**src/rtl/load_store_unit_pkg.sv**
```systemverilog
// Shared definitions for the load/store unit: funct3 codes, FSM states,
// default memory size and a funct3 legality helper.
package load_store_unit_pkg;

  localparam int MEM_BYTES_DEFAULT = 512;

  // Load funct3 codes
  localparam logic [2:0] F3_LB  = 3'b000;
  localparam logic [2:0] F3_LH  = 3'b001;
  localparam logic [2:0] F3_LW  = 3'b010;
  localparam logic [2:0] F3_LBU = 3'b100;
  localparam logic [2:0] F3_LHU = 3'b101;

  // Store funct3 codes
  localparam logic [2:0] F3_SB  = 3'b000;
  localparam logic [2:0] F3_SH  = 3'b001;
  localparam logic [2:0] F3_SW  = 3'b010;

  typedef enum logic [1:0] {
    ST_IDLE  = 2'd0,
    ST_READ  = 2'd1,
    ST_WRITE = 2'd2,
    ST_RESP  = 2'd3
  } lsu_state_e;

  // Stores only have byte/half/word; loads add the unsigned byte/half forms.
  function automatic logic f3_legal(input logic is_write, input logic [2:0] f3);
    if (is_write) begin
      return (f3 == F3_SB) || (f3 == F3_SH) || (f3 == F3_SW);
    end
    return (f3 == F3_LB) || (f3 == F3_LH) || (f3 == F3_LW) ||
           (f3 == F3_LBU) || (f3 == F3_LHU);
  endfunction

endpackage

```
**src/rtl/load_store_unit_align.sv**
```systemverilog
// Combinational lane logic: extracts/extends a load lane from a memory word
// and merges store data into a word for the read-modify-write path.
module lsu_align
  import load_store_unit_pkg::*;
(
  input  logic [2:0]  funct3,
  input  logic [1:0]  addr_lo,
  input  logic [31:0] word,
  input  logic [31:0] wdata,
  output logic [31:0] load_val,
  output logic [31:0] store_word
);

  logic [7:0]  byte_sel;
  logic [15:0] half_sel;

  // Select the addressed lane and build both the load value and merged word.
  always_comb begin
    byte_sel   = word[{addr_lo, 3'b000} +: 8];
    half_sel   = word[{addr_lo[1], 4'b0000} +: 16];

    load_val = '0;
    case (funct3)
      F3_LB:   load_val = {{24{byte_sel[7]}}, byte_sel};
      F3_LH:   load_val = {{16{half_sel[15]}}, half_sel};
      F3_LW:   load_val = word;
      F3_LBU:  load_val = {24'd0, byte_sel};
      F3_LHU:  load_val = {16'd0, half_sel};
      default: load_val = '0;
    endcase

    store_word = word;
    case (funct3)
      F3_SB:   store_word[{addr_lo, 3'b000} +: 8]     = wdata[7:0];
      F3_SH:   store_word[{addr_lo[1], 4'b0000} +: 16] = wdata[15:0];
      F3_SW:   store_word = wdata;
      default: store_word = word;
    endcase
  end

endmodule

```
**src/rtl/load_store_unit.sv**
```systemverilog
// Load/store unit: converts RISC-V byte/half/word accesses into whole-word
// memory accesses, with read-modify-write for SB/SH and fault reporting.
module load_store_unit
  import load_store_unit_pkg::*;
#(
  parameter int MEM_BYTES = MEM_BYTES_DEFAULT
) (
  input  logic        clk,
  input  logic        rst_n,
  input  logic        req_valid,
  output logic        req_ready,
  input  logic        req_write,
  input  logic [2:0]  req_funct3,
  input  logic [31:0] req_addr,
  input  logic [31:0] req_wdata,
  output logic        resp_valid,
  output logic [31:0] resp_rdata,
  output logic        resp_error,
  output logic [31:0] mem_idx,
  output logic [31:0] mem_write_data,
  output logic        mem_write_enable,
  input  logic [31:0] mem_read_data
);

  lsu_state_e  state_q, state_d;
  logic [31:0] addr_q, addr_d;
  logic [2:0]  funct3_q, funct3_d;
  logic [31:0] wdata_q, wdata_d;
  logic        write_q, write_d;
  logic [31:0] rdw_q, rdw_d;
  logic        resp_valid_q, resp_valid_d;
  logic        resp_error_q, resp_error_d;
  logic [31:0] mem_idx_q, mem_idx_d;
  logic        mem_we_q, mem_we_d;

  logic        req_fault;
  logic [31:0] load_val;
  logic [31:0] store_word;

  lsu_align u_align (
    .funct3     (funct3_q),
    .addr_lo    (addr_q[1:0]),
    .word       (rdw_q),
    .wdata      (wdata_q),
    .load_val   (load_val),
    .store_word (store_word)
  );

  // Classify the incoming request as a fault before it is captured.
  always_comb begin
    req_fault = !f3_legal(req_write, req_funct3) ||
                ((req_funct3[1:0] == 2'b01) && req_addr[0]) ||
                ((req_funct3[1:0] == 2'b10) && (req_addr[1:0] != 2'b00)) ||
                (req_addr >= 32'(MEM_BYTES));
  end

  // Next-state and next-output logic of the access sequencer.
  always_comb begin
    state_d      = state_q;
    addr_d       = addr_q;
    funct3_d     = funct3_q;
    wdata_d      = wdata_q;
    write_d      = write_q;
    rdw_d        = rdw_q;
    resp_valid_d = 1'b0;
    resp_error_d = 1'b0;
    mem_idx_d    = '0;
    mem_we_d     = 1'b0;
    case (state_q)
      ST_IDLE: begin
        if (req_valid) begin
          addr_d   = req_addr;
          funct3_d = req_funct3;
          wdata_d  = req_wdata;
          write_d  = req_write;
          if (req_fault) begin
            state_d      = ST_RESP;
            resp_valid_d = 1'b1;
            resp_error_d = 1'b1;
          end else if (req_write && (req_funct3 == F3_SW)) begin
            // Full-word stores need no read, go straight to the write.
            state_d   = ST_WRITE;
            mem_idx_d = {req_addr[31:2], 2'b00};
            mem_we_d  = 1'b1;
          end else begin
            state_d   = ST_READ;
            mem_idx_d = {req_addr[31:2], 2'b00};
          end
        end
      end
      ST_READ: begin
        rdw_d = mem_read_data;
        if (write_q) begin
          state_d   = ST_WRITE;
          mem_idx_d = {addr_q[31:2], 2'b00};
          mem_we_d  = 1'b1;
        end else begin
          state_d      = ST_RESP;
          resp_valid_d = 1'b1;
        end
      end
      ST_WRITE: begin
        state_d      = ST_RESP;
        resp_valid_d = 1'b1;
      end
      ST_RESP: begin
        state_d = ST_IDLE;
      end
      default: begin
        state_d = ST_IDLE;
      end
    endcase
  end

  // State and output registers; reset drops any in-flight access silently.
  always_ff @(posedge clk) begin
    if (!rst_n) begin
      state_q      <= ST_IDLE;
      addr_q       <= '0;
      funct3_q     <= '0;
      wdata_q      <= '0;
      write_q      <= 1'b0;
      rdw_q        <= '0;
      resp_valid_q <= 1'b0;
      resp_error_q <= 1'b0;
      mem_idx_q    <= '0;
      mem_we_q     <= 1'b0;
    end else begin
      state_q      <= state_d;
      addr_q       <= addr_d;
      funct3_q     <= funct3_d;
      wdata_q      <= wdata_d;
      write_q      <= write_d;
      rdw_q        <= rdw_d;
      resp_valid_q <= resp_valid_d;
      resp_error_q <= resp_error_d;
      mem_idx_q    <= mem_idx_d;
      mem_we_q     <= mem_we_d;
    end
  end

  // Handshake and write strobe are forced low while reset is asserted.
  assign req_ready        = (state_q == ST_IDLE) && rst_n;
  assign mem_write_enable = mem_we_q && rst_n;
  assign mem_idx          = mem_idx_q;
  assign resp_valid       = resp_valid_q;
  assign resp_error       = resp_error_q;
  // Data outputs are lane decodes of registered state; zero outside their window.
  assign mem_write_data   = (state_q == ST_WRITE) ? store_word : '0;
  assign resp_rdata       = (resp_valid_q && !resp_error_q && !write_q) ? load_val : '0;

endmodule

```
**config.mk**
```make
export PLATFORM = sky130hd
export DESIGN_NAME = load_store_unit
export DESIGN_NICKNAME = d
export VERILOG_FILES = /design/src/rtl/load_store_unit_pkg.sv /design/src/rtl/load_store_unit_align.sv /design/src/rtl/load_store_unit.sv
export SDC_FILE = /design/constraint.sdc
export NUM_CORES = 1
export LEC_CHECK = 0
export ABC_AREA = 1
export BUFFER_PORTS_ARGS = -buffer_cell sky130_fd_sc_hd__buf_2
export CAP_MARGIN = 20
export CORE_ASPECT_RATIO = 1.2
export CORE_MARGIN = 2
export CORE_UTILIZATION = 49
export CTS_CLUSTER_DIAMETER = 60
export CTS_CLUSTER_SIZE = 30
export DETAILED_ROUTE_END_ITERATION = 10
export GPL_TIMING_DRIVEN = 0
export MAX_ROUTING_LAYER = met4
export PLACE_DENSITY = 0.77
export SETUP_SLACK_MARGIN = 0.1
export SYNTH_ARGS = -nofsm -noshare
export SYNTH_HDL_FRONTEND = slang
export SYNTH_HIERARCHICAL = 1
export SYNTH_SLANG_ARGS = --single-unit
```
**constraint.sdc**
```tcl
create_clock -name clk -period 2.3 [get_ports clk]
set_clock_uncertainty 0.2 [all_clocks]
set_input_delay 0.23 -clock clk [delete_from_list [all_inputs] [get_ports clk]]
set_output_delay 0.23 -clock clk [all_outputs]
set_load 0.02 [all_outputs]
```
After elaboration in Yosys (flattened, before gate mapping)
Index checks and enable logic that the tools add are counted.
{ "word_totals": {"register_bits": 137, "in_bits": 103, "output_inout_bits": 100, "word_cells": 83} }
{ "op_classes": {"add_sub_neg": 2, "order_cmp": 1, "n_eq_ne": 14, "n_shift": 6, "n_mux": 27, "n_reduce_logical": 23} }
{ "op_table": {"columns": ["cell", "n"], "rows": [
  ["32-bit two-way mux", 5],
  ["32-bit case mux with 5 select lines", 1],
  ["32-bit case mux with 3 select lines", 1],
  ["32-bit bitwise mux", 2],
  ["32-bit case mux with 2 select lines", 1],
  ["32-bit by 10-bit >= comparator with 1-bit output (second input constant)", 1],
  ["16-bit by 7-bit variable shift with 32-bit output (first input constant)", 1],
  ["8-bit by 7-bit variable shift with 32-bit output (first input constant)", 1],
  ["16-bit by 7-bit variable part select with 32-bit output", 1],
  ["32-bit by 6-bit variable part select with 16-bit output", 1],
  ["32-bit by 6-bit variable part select with 8-bit output", 1],
  ["8-bit by 7-bit variable part select with 32-bit output", 1],
  ["5-bit negation with 7-bit output", 2],
  ["3-bit equality test (second input constant)", 4],
  ["1-bit two-way mux", 11],
  ["2-bit case mux with 4 select lines", 1],
  ["1-bit logical AND", 7],
  ["1-bit logical OR", 7],
  ["2-bit equality test (second input constant)", 3],
  ["3-bit by 1-bit equality test with 1-bit output (second input constant)", 2],
  ["3-bit by 2-bit equality test with 1-bit output (second input constant)", 2],
  ["3-bit logical NOT", 2],
  ["2-bit two-way mux", 3],
  ["2-bit by 1-bit equality test with 1-bit output (second input constant)", 2],
  ["7 further kinds", 10]
]} }

Depth between registers and ports, before layout
{ "depth": {"word_depth": 13, "mapped_depth": 13, "mapped_depth_nobuf": 10} }

Hierarchy
Netlist, hierarchy kept.
{ "by_module_without_submodules": {"columns": ["mod", "instances", "cells_per_inst", "area_each_um2", "seq_area_each_um2"], "rows": [
  ["load_store_unit", 1, 762, 5331.4, 2702.6],
  ["lsu_align", 1, 699, 2887.8, 0.0]
]} }

Worst setup path before layout
No wires, ideal clock.
{ "synth_path": {"path_type": "flip-flop to output port", "from": "reg addr_q[1]", "to": "out mem_write_data[18]", "t_arrival_ps": 1965, "required_time_ps": 1870, "setup_slack_ps": -95, "stages_incl_launch_ff": 14, "path_buffers": 3, "cell_sequence": "dfxtp_1 buf_2 inv_2 buf_2 ha_1 buf_4 inv_2 nor2_1 nand2_1 nand2_1 nand2_1 nand3_1 nand2_1 inv_1"} }
{ "synth_between": {"elab_chain_len": 5, "elab_cells_between_ends": 10, "classes_between": "add/sub: 2; shift: 4; mux: 4"} }
{ "synth_lines": {"columns": ["element", "line_no", "source"], "rows": [
  ["start, declared", "load_store_unit.sv:26", "logic [31:0] addr_q, addr_d;"],
  ["start signal, assigned", "load_store_unit.sv:130", "addr_q <= addr_d;"],
  ["5-bit negation with 7-bit output (on tied branches)", "load_store_unit_align.sv:35, load_store_unit_align.sv:34", null],
  ["16-bit by 7-bit variable part select with 32-bit output, or another cell as far along", "load_store_unit_align.sv:35", "F3_SH: store_word[{addr_lo[1], 4'b0000} +: 16] = wdata[15:0];"],
  ["32-bit bitwise mux (on tied branches)", "load_store_unit_align.sv:35, load_store_unit_align.sv:34", null],
  ["32-bit case mux with 3 select lines (*)", "load_store_unit_align.sv:33", "case (funct3)"],
  ["named net store_word[18]", "load_store_unit.sv:38", "logic [31:0] store_word;"],
  ["32-bit two-way mux (*)", "load_store_unit.sv:149", "assign mem_write_data = (state_q == ST_WRITE) ? store_word : '0;"],
  ["end, declared", "load_store_unit.sv:20", "output logic [31:0] mem_write_data,"]
]} }
Mark *: on every way through the listed nets, which the timed path passes. The rest lies on a longest branch.

Worst setup path in the final report
{ "layout_path": {"from": "reg addr_q[1]", "to": "out mem_write_data[25]"} }
The elaborated chain is that of the path after synthesis.

==> metrics.md <==
| Metric | Value |
|---|---|
| Reg2reg start | `state_q[1]` |
| Synth warnings | `6` |
| Sinks on Clock Net | `approximately 140` |
| Vias | `between 10000 and 15000` |
| Setup Crit Path Kind | `reg -> out` |
| Worst reg2reg setup slack | `roughly 0.17 ns` |
| Syn avg cell area | `roughly 5.6 um2` |
| Net Sw Power | `between 4000 and 5000 uW` |
| Worst-path maximum fanout | `5` |
| Switching portion of total power | `0.434` |
| Syn Inst Count | `~1500` |
| Area of the core | `about 16000 um2` |
| FF-to-FF path depth | `6` |
| Hold Vio Cnt, Final | `0` |
| Synth Register Bits | `roughly 140` |
| Failing checks | `setup timing` |
| Via/cell ratio | `5.27` |
| Max IR drop VDD | `~0.00052 V` |
| Die Height | `146 um` |
| Final setup fails | `63` |
| # IOs | `approximately 200` |
| Syn Std Cell Area | `just over 8000 um2` |
| CP required | `between 1.5 and 2 ns` |
| Post-route antenna net violation count | `0` |
| Synth top area share | `0.329` |
| Grt ovf | `0` |
| DIE AREA | `17800 um2` |
| Number of global-route vias before repair | `between 9000 and 10000` |
| Combinational power share | `0.438` |
| Clock latency on the worst-skew pair | `0.43 ns` |
| Clk pwr share | `0.264` |
| Routed WL | `35200 um` |
| Flop pwr share | `0.298` |
| P_int | `between 5000 and 6000 uW` |
| Final period utilization | `1.16` |
| GRT Util Overall | `0.393` |
| Crit path arrival time | `2.23 ns` |
| Sequential area share after synthesis | `0.329` |
| Initial antenna violation count | `0` |
| Post-DP HPWL | `between 20000 and 25000 um` |
| FILL cells | `between 1000 and 1500` |
| DRC | `0` |
| Pwr dens | `between 800 and 900 nW/um2` |
| WL/cell | `about 17 um` |
| CTS HTree Levels | `4` |
| Status | `finished, violations left` |
| Final WS setup | `-0.358 ns` |
| Leak Pwr | `between 0.006 and 0.007 uW` |
| Net count reported at finish | `1928` |
| Final Power | `about 10000 uW` |
| Routability cong. | `0.979` |
| Max Slew Vio Count | `0` |
| Area Overhead vs Synth | `49.0%` |
| RSZ-0062 raised after global routing | `yes` |
| Final setup TNS | `-13.33 ns` |
| CTS tree | `yes` |
| Max_cap viols | `0` |
| Dpl ws | `-0.401 ns` |
| Top cells by area, synth | `dfxtp_1, nand2_1, nor2_1` |
| CTS Buf Count | `17` |
| Yosys cell types | `27` |
| Slew margin rel. | `0.488` |
| Initial core utilization | `0.503` |
| N_diodes | `0` |
| CP Capture Point | `mem_write_data[25]` |
| Iteration-0 DRC count of the detailed router | `between 1000 and 1500` |
| Worst-path clk slew | `~0.070 ns` |
| CTS root buf | `clkbuf_16` |
| Worst Setup End Kind | `output port` |
| Startpoint Class | `register` |
| First-pass GRT wire length | `52500 um` |
| Drt pass-1 iters | `6` |
| Synth area leader | `dfxtp_1` |
| Layout cells sized above 1 | `0.247` |
| Die Wd | `about 120 um` |
| Setup crit start | `addr_q[1]` |
| Fmax | `between 300 and 400 MHz` |
| Worst Max-Slew Pin Slew | `0.768 ns` |
| Clock period minus worst slack | `2.66 ns` |
| Port Buffer Count | `just under 200` |
| Num rows | `51` |
| HP Class | `in -> reg` |
| Largest net degree at the start of global routing | `17` |
| Clock buffer depth | `2` |
| Worst R2R End | `rdw_q[30]` |
==> layer usage <==
| layer | global-route usage | wire (um) | up-vias |
|---|---|---|---|
| met1 | 0.430 | 12700 | 4849 |
| met5 | - | 0 | - |
| met4 | 0.199 | 2090 | 0 |
| li1 | - | - | 5150 |
| met3 | 0.0639 | 2820 | 134 |
| met2 | 0.677 | 17600 | 615 |
==> power groups by stage <==
stage | Sequential (uW) | Combinational (uW) | Clock, uW
floorplan | 2920 | 2420 | 0
global placement | 3060 | 3390 | 0
detailed placement | 3070 | 3420 | 0
CTS | 3030 | 4020 | 2720
global route | 3090 | 4890 | 2830
finish | 3070 | 4520 | 2720
==> final cells by class <==
cell class | count | area, um2 | share of cell area
sequential | 135 | 2710 | 0.221
buffer | 88 | 582 | 0.0475
clock inverter | 15 | 155 | 0.0127
tap | 212 | 265 | 0.0217
multi-input combinational | 1078 | 4830 | 0.394
clock buffer | 17 | 425 | 0.0347
timing repair inverter | 1 | 6.26 | 0.000511
timing repair buffer | 335 | 2650 | 0.216
inverter | 160 | 629 | 0.0514
==> synthesized netlist by cell type, drive strengths merged <==
| library cell | instances |
|---|---|
| dfxtp | 135 |
| o211ai | 7 |
| a21oi | 46 |
| nand3 | 53 |
| buf | 57 |
| and3 | 1 |
| nor3 | 3 |
| o22a | 1 |
| conb | 1 |
| clkbuf | 32 |
| or2 | 2 |
| nor2 | 418 |
| nand2 | 423 |
| inv | 157 |
| nand4 | 16 |
| clkinv | 3 |
| ha | 9 |
| o21ai | 97 |
==> repair_timing <==
item                                    in CTS  in global routing
hold buffers                               101                  0
setup buffers                               17                  9
resized for setup                          183                106
pin swaps                                   29                 63
cloned                                       3                  7
endpoints found under the hold margin      107                  0
endpoints found under the setup margin      64                 66
==> metrics by stage <==
step | utilization | instances | area [um2] | hold WS, ns
after detailed placement | 0.582 | 1873 | 9500 | 0.226
after floorplan | - | 1462 | 8240 | 0.165
after global placement | 0.582 | 1873 | 9500 | 0.223
after global routing | 0.750 | 2041 | 12200 | 0.152
after CTS | 0.719 | 2026 | 11800 | 0.0778
final | 0.750 | 2041 | 12200 | 0.107
==> sequential cells by signal (all words and copies together), names as in the netlist, 2 cells and up <==
name / cells
addr_q: 32
wdata_q: 32
state_q: 2
rdw_q: 32
funct3_q: 3
mem_idx: 30
==> worst min-delay path by stage <==
| stage | from | to | slack (ns) | cells past startpoint |
|---|---|---|---|---|
| floorplan | mem_read_data[15] | rdw_q[15] | 0.16 | 2 |
| finish | req_valid | state_q[0] | 0.11 | 4 |
| global placement | addr_q[13] | mem_idx[13] | 0.22 | 2 |
| detailed placement | addr_q[27] | mem_idx[27] | 0.23 | 2 |
| CTS | req_valid | state_q[0] | 0.08 | 4 |
| global route | req_valid | state_q[0] | 0.15 | 4 |
==> worst max-delay path: stages (launching register included) <==
cell	delay (ns)
dfxtp_2	0.35
buf_6	0.12
inv_6	0.03
buf_8	0.12
ha_4	0.22
buf_8	0.14
inv_8	0.06
buf_4	0.09
nand4_1	0.15
nand2_1	0.12
nand2_1	0.06
nand3_2	0.06
nand2_1	0.06
inv_1	0.09
buf_6	0.12
==> layout by cell type (no fill, tap or decap), drive strengths merged <==
master and count:
and3 1, dlygate4sd3 101, conb 2, ha 9
o21ai 97, dfxtp 135, nand3 53, nor2 418
nor3 3, inv 170, bufbuf 1, o211ai 7
nand2 423, clkinv 6, buf 290, or2 2
o22a 1, a21oi 46, clkbuf 48, nand4 16
==> cell families (layout without fill, tap and decap cells) <==
family          after synthesis  after routing  share of synthesized area
simple gates                916            916                      0.438
buf+inv                     249            616                      0.125
compound gates              151            151                     0.0945
flops                       135            135                      0.329
fa+ha+maj                     9              9                     0.0137
other cells                   1              2                   0.000456
No activity file was read; power rests on OpenSTA's default activity.
